$ cat config.mk
export PLATFORM = sky130hd
export DESIGN_NAME = esc_capture
export DESIGN_NICKNAME = d
export VERILOG_FILES = /design/src/rtl/esc_pkg.sv /design/src/rtl/esc_chan.sv /design/src/rtl/esc_capture.sv
export SDC_FILE = /design/constraint.sdc
export NUM_CORES = 1
export LEC_CHECK = 0
export ABC_AREA = 1
export BUFFER_PORTS_ARGS = -buffer_cell sky130_fd_sc_hd__buf_4
export CORE_MARGIN = 1.5
export CORE_UTILIZATION = 65
export CTS_CLUSTER_SIZE = 10
export DETAILED_ROUTE_END_ITERATION = 7
export PLACE_DENSITY_LB_ADDON = 0.08
export SKIP_LAST_GASP = 1
export SLEW_MARGIN = 20
export SYNTH_ARGS = -nofsm -noshare
export SYNTH_HDL_FRONTEND = slang
export SYNTH_SLANG_ARGS = --single-unit
export TNS_END_PERCENT = 20
$ cat constraint.sdc
create_clock -name clk -period 21 [get_ports clk]
set_input_delay 4.2 -clock clk [delete_from_list [all_inputs] [get_ports clk]]
set_output_delay 4.2 -clock clk [all_outputs]
set_load 0.02 [all_outputs]
$ cat src/rtl/esc_pkg.sv
// Shared types and default constants for the ESC pulse-width capture block.
package esc_pkg;

    typedef enum logic {
        WAIT_RISE = 1'b0,
        MEASURE   = 1'b1
    } esc_state_t;

    localparam int DEF_NUM_CH  = 4;
    localparam int DEF_CNT_W   = 15;
    localparam int DEF_OFFSET  = 0;
    localparam int DEF_TMO_CYC = 32'h0001_0000;

endpackage

$ cat src/rtl/esc_chan.sv
// One ESC channel: input synchronizer, pulse-width FSM, saturating counter,
// sticky overflow flag and stale-input watchdog.
//
//   state     | meaning
//   ----------+--------------------------------------------------------
//   WAIT_RISE | idle, waiting for a synchronized rising edge
//   MEASURE   | pulse high, counting cycles until the falling edge
module esc_chan
    import esc_pkg::*;
#(
    parameter int               CNT_W   = DEF_CNT_W,
    parameter logic [CNT_W-1:0] OFFSET  = CNT_W'(DEF_OFFSET),
    parameter int               TMO_CYC = DEF_TMO_CYC
) (
    input  logic             clk,
    input  logic             rst,
    input  logic             esc_in,
    input  logic             clr_err,
    output logic [CNT_W-1:0] pw,
    output logic             pw_vld,
    output logic             stale,
    output logic             ovf
);

    localparam int               WD_W    = $clog2(TMO_CYC) + 1;
    localparam logic [WD_W-1:0]  WD_MAX  = WD_W'(TMO_CYC);
    localparam logic [CNT_W-1:0] CNT_MAX = '1;

    logic             s1, s2, s3;
    logic [1:0]       prime;
    logic             armed;
    logic             rise, fall;
    esc_state_t       state;
    logic [CNT_W-1:0] cnt;
    logic [WD_W-1:0]  wd;

    // A rise only counts once s2 has been seen low with real data behind it,
    // so a pulse already high when reset releases is never captured.
    assign rise  = armed & s2 & ~s3;
    assign fall  = ~s2 & s3;
    assign stale = (wd == WD_MAX);

    always_ff @(posedge clk or posedge rst) begin
        if (rst) begin
            s1    <= 1'b0;
            s2    <= 1'b0;
            s3    <= 1'b0;
            prime <= '0;
            armed <= 1'b0;
        end else begin
            s1    <= esc_in;
            s2    <= s1;
            s3    <= s2;
            prime <= {prime[0], 1'b1};
            armed <= armed | (prime[1] & ~s2);
        end
    end

    always_ff @(posedge clk or posedge rst) begin
        if (rst) begin
            state  <= WAIT_RISE;
            cnt    <= '0;
            pw     <= '0;
            pw_vld <= 1'b0;
            ovf    <= 1'b0;
        end else begin
            pw_vld <= 1'b0;
            if (clr_err)
                ovf <= 1'b0;
            case (state)
                WAIT_RISE: begin
                    if (rise) begin
                        cnt   <= CNT_W'(1);
                        state <= MEASURE;
                    end
                end
                MEASURE: begin
                    if (fall) begin
                        pw     <= (cnt > OFFSET) ? (cnt - OFFSET) : '0;
                        pw_vld <= 1'b1;
                        state  <= WAIT_RISE;
                    end else if (s2 && (cnt != CNT_MAX)) begin
                        cnt <= cnt + 1'b1;
                        // placed after the clear so a same-cycle saturation wins
                        if (cnt == CNT_MAX - 1'b1)
                            ovf <= 1'b1;
                    end
                end
                default: state <= WAIT_RISE;
            endcase
        end
    end

    always_ff @(posedge clk or posedge rst) begin
        if (rst)
            wd <= '0;
        else if (rise)
            wd <= '0;
        else if (wd != WD_MAX)
            wd <= wd + 1'b1;
    end

endmodule

$ cat src/rtl/esc_capture.sv
// Multi-channel ESC pulse capture: per-channel measurement plus frame
// tracking and total-throttle sum across all channels.
module esc_capture
    import esc_pkg::*;
#(
    parameter int               NUM_CH  = DEF_NUM_CH,
    parameter int               CNT_W   = DEF_CNT_W,
    parameter logic [CNT_W-1:0] OFFSET  = CNT_W'(DEF_OFFSET),
    parameter int               TMO_CYC = DEF_TMO_CYC
) (
    input  logic                             clk,
    input  logic                             rst,
    input  logic [NUM_CH-1:0]                esc_in,
    input  logic                             clr_err,
    output logic [NUM_CH*CNT_W-1:0]          pw,
    output logic [NUM_CH-1:0]                pw_vld,
    output logic                             frame_done,
    output logic [CNT_W+$clog2(NUM_CH)-1:0]  thrst,
    output logic [NUM_CH-1:0]                stale,
    output logic [NUM_CH-1:0]                ovf
);

    localparam int TW = CNT_W + $clog2(NUM_CH);

    logic [NUM_CH-1:0] seen;
    logic              all_seen;
    logic [TW-1:0]     sum;

    for (genvar i = 0; i < NUM_CH; i++) begin : g_chan
        esc_chan #(
            .CNT_W   (CNT_W),
            .OFFSET  (OFFSET),
            .TMO_CYC (TMO_CYC)
        ) u_chan (
            .clk     (clk),
            .rst     (rst),
            .esc_in  (esc_in[i]),
            .clr_err (clr_err),
            .pw      (pw[i*CNT_W +: CNT_W]),
            .pw_vld  (pw_vld[i]),
            .stale   (stale[i]),
            .ovf     (ovf[i])
        );
    end

    assign all_seen = &(seen | pw_vld);

    always_comb begin
        sum = '0;
        for (int i = 0; i < NUM_CH; i++)
            sum = sum + TW'(pw[i*CNT_W +: CNT_W]);
    end

    // pw already holds the frame's final captures when all_seen is true,
    // so thrst and frame_done land together on the following edge.
    always_ff @(posedge clk or posedge rst) begin
        if (rst) begin
            seen       <= '0;
            frame_done <= 1'b0;
            thrst      <= '0;
        end else begin
            frame_done <= all_seen;
            if (all_seen) begin
                seen  <= '0;
                thrst <= sum;
            end else begin
                seen <= seen | pw_vld;
            end
        end
    end

endmodule

==> summary.md <==
| Metric | Value |
|---|---|
| Static Leak | 7.64 nW |
| Final setup fails | 0 |
| Sequential fraction of the synthesis area | 44.0% |
| Largest net degree at the start of global routing | 105 |
| Final Hold Viols | 0 |
| Post-synth top area share | 44.0% |
| Ant. Diodes | 0 |
| Mean post-synth cell area | 7.86 sq um |
| Post-synth EDFFs | 0 |
| Yosys reg bits | 240 |
| Overall die area | 21900 sq um |
| Total track usage | 30.6% |
| Syn_nets | 1811 |
| Fill count | 1572 |
| Yosys top cell by area | dfrtp_1 |
| Wire length per cell | 15.4 um |
| Worst EP required | 21540 ps |
| Dpl hpwl | 23700 um |
| Slew Limit Fails | 0 |
| Post-synthesis cell count | 1738 |
| Hold Startpoint | g_chan[1].u_chan.s1 |
| Worst-Skew Late Latency | 540 ps |
| Yosys Warn Count | 0 |
| Post-route setup TNS | 0 ps |
| Worst-path clk slew | 50 ps |
| Dominant synthesized flop cell | dfrtp_1 |
| Vias per cell | 5.47 |
| Chip height | 148 um |
| CP Launch Type | input pin |
| Clk root buf | clkbuf_16 |
| Routed via count | 11480 |
| Worst path arrival time | 6550 ps |
| Total gr overflow | 0 |
| # port buffers | 96 |
| H-tree levels | 1 |
| Die Span X | 148 um |
| Final Cycle Share | 28.6% |
| Area growth syn-to-layout | 11.7% |
| Post_cts resized | 0 |
| Slew at the pin closest to its max-slew limit | 886 ps |
| Core area | 20400 sq um |
| Post-synthesis async set-or-reset flop share | 100% |
| CTS tree | built |
| Path type of the worst setup path | input pin to async pin |
| # Post-CTS Setup Buffers | 0 |
| RSZ-0062 raised after global routing | false |
| Detailed-route DRC error count | 0 |
| Number of global-route vias before repair | 11074 |
| Hold_buf cts | 0 |
| Layout Nets | 1898 |
| Top cells by area, synth | dfrtp_1 (44%), nand2_1 (12%), inv_1 (7.3%) |
| Starting DRT DRC Count | 802 |
| Status | completed |
| First-pass GRT wire length | 53900 um |
| Worst Setup End Kind | async pin |
| Remaining antenna violation count | 0 |
| Pwr Density | 83.5 nW/um^2 |
| Final Critical Period | 6010 ps |
| Row cnt | 52 |
| Layout cells sized above 1 | 10.3% |
| Commonest non-fill, non-tap cells in the layout | nand2_1 (422), inv_1 (265), dfrtp_1 (240) |
| I/O pin cnt | 97 |
| Library cells used by synthesis | 43 |
| Clock tree buffer depth | 3 |
| Initial core utilization | 66.8% |
| Worst reg2reg startpoint | g_chan[0].u_chan.pw[1] |
| WHS | 346 ps |
| Peak VDD IR | 0.0739 mV |
| Commonest non-fill, non-tap cell in the layout | nand2_1 |
| GPL Wtd Cong | 0.939 |
| Worst Setup SP | rst |
| First drt pass iteration count | 5 |
| Initial antenna violation count | 0 |
| DP Cell Count | 2065 |
| Drt total wl | 32400 um |
| Final non-filler cell total | 2100 |
| Worst Hold Class | register to register |
| Fmax achieved | 166 MHz |
| Mapped cell area | 13700 sq um |
| Relative slew slack | 40.9% |
| CTS buffer count | 28 |
| CP max FO | 104 |
| Max cap viols | 0 |
| Clock skew | 15.3 ps |
| Clock Sinks | 240 |
[where the power goes]
| part | switching (mW) | internal, mW | total [mW] |
|---|---|---|---|
| registers | 0.0538 | 0.510 | 0.564 |
| logic | 0.188 | 0.101 | 0.289 |
| clock network | 0.177 | 0.243 | 0.420 |
[worst paths after layout]
check	end	slack [ps]	cells past startpoint
min	g_chan[1].u_chan.s2	350	0
max reg2reg	thrst[13]	17960	15
min in group asynchronous	g_chan[2].u_chan.wd[0]	3810	2
max in group clk	stale[0]	15030	7
min reg2reg	g_chan[1].u_chan.s2	350	0
max	g_chan[2].u_chan.wd[8]	14990	4
[logic make-up after synthesis]
logic type / share of synthesized area (%)
AND/OR/NAND/NOR: 28.4
buffers and inverters: 9.44
flip-flops: 44.0
AO/OA/AOI/OAI: 7.63
adder cells (fa/ha/maj): 7.70
XOR/XNOR: 2.82
other: 0.0275
[registers in the layout (all words and copies together) (netlist names)]
signal	count
frame_done	1
g_chan.u_chan.armed	4
g_chan.u_chan.cnt	60
g_chan.u_chan.ovf	4
g_chan.u_chan.prime	2
g_chan.u_chan.pw	60
g_chan.u_chan.pw_vld	4
g_chan.u_chan.s1	4
g_chan.u_chan.s2	4
g_chan.u_chan.s3	4
g_chan.u_chan.state	4
g_chan.u_chan.wd	68
seen	4
thrst	17
[metrics by stage]
step / power (mW) / area [sq um] / util (%) / setup WS [ps]
floorplan: 0.763 / 13700 / - / 10210
CTS: 1.28 / 15200 / 74.6 / 14870
global route: 1.34 / 15200 / 74.6 / 14560
detailed placement: 0.858 / 14500 / 70.9 / 14320
finish: 1.27 / 15200 / 74.6 / 14990
global placement: 0.844 / 14500 / 70.9 / 14350
[per-layer routing]
metal	share of wire, %	wire (um)	up-vias	track usage [%]
met5	0	0	-	0
met4	5.2	1700	0	15.3
met3	5.1	1650	99	3.92
met2	48	15500	357	50.5
met1	42	13600	5389	40.0
li1	-	-	5635	-
[cell usage after synthesis (7+ instances only)]
| cell | number |
|---|---|
| nand2_1 | 422 |
| inv_1 | 266 |
| dfrtp_1 | 240 |
| nor2_1 | 191 |
| nand3_1 | 156 |
| o21ai_0 | 115 |
| a21oi_1 | 52 |
| xor2_1 | 37 |
| ha_1 | 36 |
| fa_1 | 30 |
| nand4_1 | 29 |
| nor3_1 | 23 |
| clkbuf_1 | 18 |
| buf_4 | 13 |
| o21ai_2 | 11 |
| nand2_2 | 8 |
| nand3b_1 | 7 |
| nor4_1 | 7 |
| xnor2_1 | 7 |
[critical path, stage by stage]
cell	delay, ps
buf_4	130
inv_8	500
buf_4	790
buf_4	810
[cell type report]
cell class | instances | area (sq um) | share of cell area (%)
inverter | 275 | 1040 | 6.83
sequential | 240 | 6010 | 39.4
timing repair buffer | 100 | 751 | 4.92
clock buffer | 33 | 741 | 4.86
tap | 270 | 338 | 2.22
clock inverter | 2 | 10.0 | 0.0657
multi-input combinational | 1180 | 6360 | 41.7
Note: power is estimated with default switching activity, not from simulation.
